**config.mk**
```make
export PLATFORM = sky130hd
export DESIGN_NAME = ball_collision_responder
export DESIGN_NICKNAME = d
export VERILOG_FILES = /design/src/rtl/ball_collision_responder.sv
export SDC_FILE = /design/constraint.sdc
export NUM_CORES = 1
export LEC_CHECK = 0
export CORE_UTILIZATION = 60
export CTS_BUF_LIST = sky130_fd_sc_hd__clkbuf_8
export CTS_CLUSTER_DIAMETER = 50
export CTS_CLUSTER_SIZE = 25
export DETAILED_ROUTE_END_ITERATION = 10
export MAX_ROUTING_LAYER = met4
export PLACE_DENSITY = 0.82
export SETUP_SLACK_MARGIN = 0.2
export SLEW_MARGIN = 30
export SYNTH_ARGS = -nofsm -noshare
export SYNTH_HDL_FRONTEND = slang
export SYNTH_SLANG_ARGS = --single-unit
```
**constraint.sdc**
```tcl
create_clock -name clk -period 3.45 [get_ports clk]
set_input_delay 0.69 -clock clk [delete_from_list [all_inputs] [get_ports clk]]
set_output_delay 0.69 -clock clk [all_outputs]
set_load 0.01 [all_outputs]
```
**src/rtl/ball_collision_responder.sv**
```systemverilog
// Per-ball speed registers with per-frame resolution of wall reflections, ball-ball speed swaps,
// periodic friction and potted-ball zeroing; pending events accumulate while a frame is processed.
//   state | meaning
//   IDLE  | accept shots, wait for startOfFrame
//   WALL  | one cycle per ball, reflect captured wall hits
//   BB    | swap speeds of the captured colliding pair
//   FRIC  | friction on every FRICTION_DIV-th frame, zero potted balls
//   DONE  | speeds_valid pulse
module ball_collision_responder #(
    parameter int N_BALLS       = 3,
    parameter int SPEED_W       = 11,
    parameter int FRICTION_DIV  = 4,
    parameter int FRICTION_STEP = 1
) (
    input  logic                              clk,
    input  logic                              reset,
    input  logic                              startOfFrame,
    input  logic [N_BALLS-1:0]                ballwall_collide,
    input  logic [1:0]                        collided_wall,
    input  logic [N_BALLS-1:0]                balls_collide,
    input  logic [1:0][3:0]                   Balls_col_ID,
    input  logic [N_BALLS-1:0]                balls_in_game,
    input  logic                              shot_valid,
    input  logic [3:0]                        shot_id,
    input  logic signed [SPEED_W-1:0]         shot_vx,
    input  logic signed [SPEED_W-1:0]         shot_vy,
    output logic                              shot_ready,
    output logic [N_BALLS-1:0][SPEED_W-1:0]   ball_vx,
    output logic [N_BALLS-1:0][SPEED_W-1:0]   ball_vy,
    output logic                              speeds_valid,
    output logic                              all_stopped
);

    localparam int FC_W = (FRICTION_DIV > 1) ? $clog2(FRICTION_DIV) : 1;
    localparam logic [3:0] N_ID = 4'(N_BALLS);
    localparam logic [3:0] LAST_ID = 4'(N_BALLS - 1);
    localparam logic [FC_W-1:0] FC_LAST = FC_W'(FRICTION_DIV - 1);
    localparam logic signed [SPEED_W-1:0] S_MAX = {1'b0, {(SPEED_W-1){1'b1}}};
    localparam logic signed [SPEED_W-1:0] S_MIN = {1'b1, {(SPEED_W-1){1'b0}}};
    localparam logic signed [SPEED_W-1:0] STEP = SPEED_W'(FRICTION_STEP);

    typedef enum logic [2:0] {IDLE, WALL, BB, FRIC, DONE} state_t;

    state_t                     state;
    logic [3:0]                 idx;
    logic [FC_W-1:0]            frame_cnt;
    logic signed [SPEED_W-1:0]  vx [N_BALLS];
    logic signed [SPEED_W-1:0]  vy [N_BALLS];
    logic [N_BALLS-1:0]         pend_x, pend_y, work_x, work_y;
    logic                       pend_bb, work_bb;
    logic [3:0]                 pend_a, pend_b, work_a, work_b;
    logic [N_BALLS-1:0]         wall_x_now, wall_y_now;
    logic                       pair_ok, snapshot;
    logic signed [SPEED_W-1:0]  sel_ax, sel_ay, sel_bx, sel_by;

    function automatic logic signed [SPEED_W-1:0] neg_sat(input logic signed [SPEED_W-1:0] v);
        if (v == S_MIN)
            return S_MAX;
        return -v;
    endfunction

    function automatic logic signed [SPEED_W-1:0] fric(input logic signed [SPEED_W-1:0] v);
        if (v > STEP)
            return v - STEP;
        if (v < -STEP)
            return v + STEP;
        return '0;
    endfunction

    assign wall_x_now = ballwall_collide & {N_BALLS{collided_wall[0]}};
    assign wall_y_now = ballwall_collide & {N_BALLS{collided_wall[1]}};
    assign pair_ok = (|balls_collide) && (Balls_col_ID[0] != Balls_col_ID[1])
                     && (Balls_col_ID[0] < N_ID) && (Balls_col_ID[1] < N_ID);
    assign snapshot = (state == IDLE) && startOfFrame;

    always_comb begin
        sel_ax = '0;
        sel_ay = '0;
        sel_bx = '0;
        sel_by = '0;
        all_stopped = 1'b1;
        for (int i = 0; i < N_BALLS; i++) begin
            ball_vx[i] = vx[i];
            ball_vy[i] = vy[i];
            if (vx[i] != '0 || vy[i] != '0)
                all_stopped = 1'b0;
            if (work_a == 4'(i)) begin
                sel_ax = vx[i];
                sel_ay = vy[i];
            end
            if (work_b == 4'(i)) begin
                sel_bx = vx[i];
                sel_by = vy[i];
            end
        end
    end

    always_ff @(posedge clk) begin
        if (reset) begin
            state        <= IDLE;
            idx          <= '0;
            frame_cnt    <= '0;
            pend_x       <= '0;
            pend_y       <= '0;
            work_x       <= '0;
            work_y       <= '0;
            pend_bb      <= 1'b0;
            work_bb      <= 1'b0;
            pend_a       <= '0;
            pend_b       <= '0;
            work_a       <= '0;
            work_b       <= '0;
            shot_ready   <= 1'b1;
            speeds_valid <= 1'b0;
            for (int i = 0; i < N_BALLS; i++) begin
                vx[i] <= '0;
                vy[i] <= '0;
            end
        end else begin
            // Events arriving with the snapshot belong to the next frame.
            if (snapshot) begin
                work_x  <= pend_x;
                work_y  <= pend_y;
                work_bb <= pend_bb;
                work_a  <= pend_a;
                work_b  <= pend_b;
                pend_x  <= wall_x_now;
                pend_y  <= wall_y_now;
                pend_bb <= pair_ok;
                if (pair_ok) begin
                    pend_a <= Balls_col_ID[0];
                    pend_b <= Balls_col_ID[1];
                end
            end else begin
                pend_x <= pend_x | wall_x_now;
                pend_y <= pend_y | wall_y_now;
                if (!pend_bb && pair_ok) begin
                    pend_bb <= 1'b1;
                    pend_a  <= Balls_col_ID[0];
                    pend_b  <= Balls_col_ID[1];
                end
            end

            speeds_valid <= 1'b0;
            case (state)
                IDLE: begin
                    if (shot_valid && shot_ready && shot_id < N_ID) begin
                        for (int i = 0; i < N_BALLS; i++) begin
                            if (shot_id == 4'(i)) begin
                                vx[i] <= shot_vx;
                                vy[i] <= shot_vy;
                            end
                        end
                    end
                    if (startOfFrame) begin
                        state      <= WALL;
                        idx        <= '0;
                        shot_ready <= 1'b0;
                    end
                end
                WALL: begin
                    for (int i = 0; i < N_BALLS; i++) begin
                        if (idx == 4'(i)) begin
                            if (work_x[i])
                                vx[i] <= neg_sat(vx[i]);
                            if (work_y[i])
                                vy[i] <= neg_sat(vy[i]);
                        end
                    end
                    if (idx == LAST_ID)
                        state <= BB;
                    else
                        idx <= idx + 4'd1;
                end
                BB: begin
                    if (work_bb) begin
                        for (int i = 0; i < N_BALLS; i++) begin
                            if (work_a == 4'(i)) begin
                                vx[i] <= sel_bx;
                                vy[i] <= sel_by;
                            end
                            if (work_b == 4'(i)) begin
                                vx[i] <= sel_ax;
                                vy[i] <= sel_ay;
                            end
                        end
                    end
                    state <= FRIC;
                end
                FRIC: begin
                    for (int i = 0; i < N_BALLS; i++) begin
                        if (!balls_in_game[i]) begin
                            vx[i] <= '0;
                            vy[i] <= '0;
                        end else if (frame_cnt == FC_LAST) begin
                            vx[i] <= fric(vx[i]);
                            vy[i] <= fric(vy[i]);
                        end
                    end
                    frame_cnt    <= (frame_cnt == FC_LAST) ? '0 : frame_cnt + 1'b1;
                    speeds_valid <= 1'b1;
                    state        <= DONE;
                end
                DONE: begin
                    shot_ready <= 1'b1;
                    state      <= IDLE;
                end
                default: begin
                    shot_ready <= 1'b1;
                    state      <= IDLE;
                end
            endcase
        end
    end

endmodule

```
==> flow_summary.yaml <==
routing:
  wl_per_cell_um: 25.5
  vias: 13084
  postRouteAntennaNets: 0
  drtIter0Drc: 2062
  route.detailed.drc: 0
  wl_mm: 44.8
  vias_per_cell: 7.45
  drt_first_pass_iters: 8
synth:
  yosysUniqueCellTypes: 90
  netlist.area_leader.share: 0.179
  postSynthAreaPerCell_um2: 7.82
  syn-num-nets: 1486
  yosysSeqAreaShare: 0.254
  synth_area_leaders: "edfxtp_1 (18%), dfxtp_1 (7.4%), mux2i_1 (5.5%)"
  yosys_warnings: 0
  ys_ff_latch: 107
  synth_area_leader_cell: "edfxtp_1"
  synth_area_um2: 11100
  syn_inst: 1414
  yosys_most_used_dff: "edfxtp_1"
  async_reset_ff_frac: 0
  synth_edf_count: 66
die:
  start_util: 0.613
  fp.dieW_um: 138
  core_um2: 18000
  fp-row-count: 49
  die-area_um2: 19000
  io_pins: 118
  die_h_um: 138
clocking:
  cts_buffer_depth: 2
  insertion_delay_ps: 440
  cts_tree: "done"
  clkTransAtPathRegs_ps: 150
  cts.sink_count: 107
  clockRootBuffer: "clkbuf_8"
  htree_levels: 3
  cts_hold_buf: 0
  numCtsBuffers: 9
placement:
  dp.cells: 1738
  io_buffers: 117
  hpwl_mm: 32.9
  gp_congestion: 1.11
global_routing:
  grt_pass1_wl_mm: 66.4
  grt_overflow: 0
  antenna_found_initial: 0
  grt_max_degree: 34
  grt.total_usage: 0.482
  grt_pass1_vias: 11614
flow_run:
  maxCapViolCount: 0
power:
  power_frac_clock: 0.280
  p_sw_frac: 0.358
  p_leak_nw: 4.89
  power_frac_comb: 0.277
  pwr-share-seq: 0.444
  p_switching_w: 0.00118
  ir_drop_uv: 240
  p_int_w: 0.00211
  power.density_nw_per_um2: 249
layout:
  final_cell_mix: "buf_4 (130), clkdlybuf4s50_1 (116), nand2_1 (96), a21oi_1 (95), o21ai_0 (90)"
  final_common_cell: "buf_4"
  fin_util: 0.734
  final_nets: 1594
  num_antenna_cells: 0
  syn_to_final_growth_pct: 19.7
  drive_gt1_frac: 0.134
  fin_cells: 1756
worst_setup_path:
  cpPeakStageDelay_ps: 580
  crit_fanout: 2
  crit_type: "flop to output pin"
  required_ps: 2760
  path_cells: "or4_4, nor3_4, nor3b_4, nand4_1, nor4_2, buf_4, buf_6"
  cp-end-kind: "output pin"
  worst_setup_path_start_kind: "flop"
  arrival_ps: 2500
  cpMaxStageDelayCell: "or4_4"
sta:
  finClkSkew_ps: 39.8
  min_period_ps: 3190
  setup_viol: 0
  max_slew_margin: 0.337
  hold_viol: 0
  rsz0062_at_grt: "false"
  setup_tns_ps: 0
  report.final.slew_viol_count: 0
  worstMarginPinSlew_ps: 993
  fin_crit_sh: 0.926
  timing.fmax_ghz: 0.313
worst_hold_path:
  hp-class: "flop to flop"
run_status:
  status: "completed"
==> state kept, by name (all words and copies together), names as in the netlist <==
name and flops:
pend_x 3, idx 4, vy 33, work_y 3
pend_b 4, work_a 4, work_b 4, frame_cnt 2
shot_ready 1, work_bb 1, state 3, pend_bb 1
work_x 3, pend_a 4, vx 33, pend_y 3
speeds_valid 1
==> what timing repair did <==
| item | 4_1_cts | 5_1_grt |
|---|---|---|
| resized for setup | 12 | 3 |
| endpoints found under the setup margin | 1 | 1 |
| pin swaps | 5 | 3 |
| buffers inserted | 2 | 0 |
==> metrics by stage <==
| step | cell area (um^2) | worst slack [ps] | hold slack, ps | total power [W] |
|---|---|---|---|---|
| after floorplan | 11100 | 541 | 427 | 0.00198 |
| after global placement | 12900 | 158 | 438 | 0.00234 |
| after detailed placement | 12900 | 157 | 449 | 0.00235 |
| after CTS | 13200 | 217 | 468 | 0.00323 |
| after global routing | 13200 | 193 | 494 | 0.00338 |
| final | 13200 | 256 | 469 | 0.00329 |
==> logic make-up after synthesis <==
family / count (synthesis) / synth area share
buffers and inverters: 195 / 0.0701
adder cells (fa/ha/maj): 23 / 0.0260
flip-flops: 107 / 0.254
AO/OA/AOI/OAI: 482 / 0.307
XOR/XNOR: 58 / 0.0459
multiplexers: 64 / 0.0583
AND/OR/NAND/NOR: 485 / 0.239
==> critical path: cells and delay by family, from the launching register on <==
kind,cells,cell delay [ps]
simple gates,5,1400
buf+inv,2,280
flops,1,420
==> cell type report <==
cell class                 instances  area (um^2)
clock inverter                     7          101
multi-input combinational       1112         7550
inverter                          42          158
fill                            1434         4800
sequential                       107         2800
clock buffer                       9          124
tap                              229          287
timing repair buffer             250         2210
==> routing by layer <==
layer / up-vias / wire (um) / track usage
met5: - / 0 / -
met4: 0 / 2160 / 0.208
met3: 247 / 7130 / 0.168
met2: 1119 / 18500 / 0.667
met1: 6066 / 17000 / 0.630
li1: 5652 / - / -
==> path summary, 6_finish.rpt <==
kind	cells past startpoint	slack [ps]	end	startpoint
worst max-delay path	7	260	all_stopped	vx[0][29]$_DFFE_PP_
worst min-delay path	2	470	work_b[0]$_SDFFE_PP0P_	pend_b[0]$_SDFFE_PP0P_
worst max register to register	6	700	vy[0][30]$_DFFE_PP_	state[1]$_SDFFE_PP0P_
worst min register to register	2	470	work_b[0]$_SDFFE_PP0P_	pend_b[0]$_SDFFE_PP0P_
==> cell usage after synthesis (all sizes together), types with 15 or more instances <==
master	n
a211oi	21
a21o	17
a21oi	95
a2bb2oi	24
and3	19
buf	39
clkbuf	114
dfxtp	41
edfxtp	66
ha	23
inv	42
mux2i	61
nand2	98
nand3	66
nand4	31
nor2	81
nor3	56
nor3b	15
nor4	22
o211ai	27
o21ai	92
o221ai	19
o2bb2ai	23
or3	17
xnor2	35
xor2	23
==> power by group through the flow <==
stage	combinational (W)	sequential, W	clock, W
6_report	0.000909	0.00146	0.000920
5_1_grt	0.000961	0.00146	0.000955
4_1_cts	0.000877	0.00146	0.000898
3_5_place_dp	0.000868	0.00148	0
3_3_place_gp	0.000855	0.00148	0
2_1_floorplan	0.000483	0.00150	0
(Power assumes the default switching activity.)
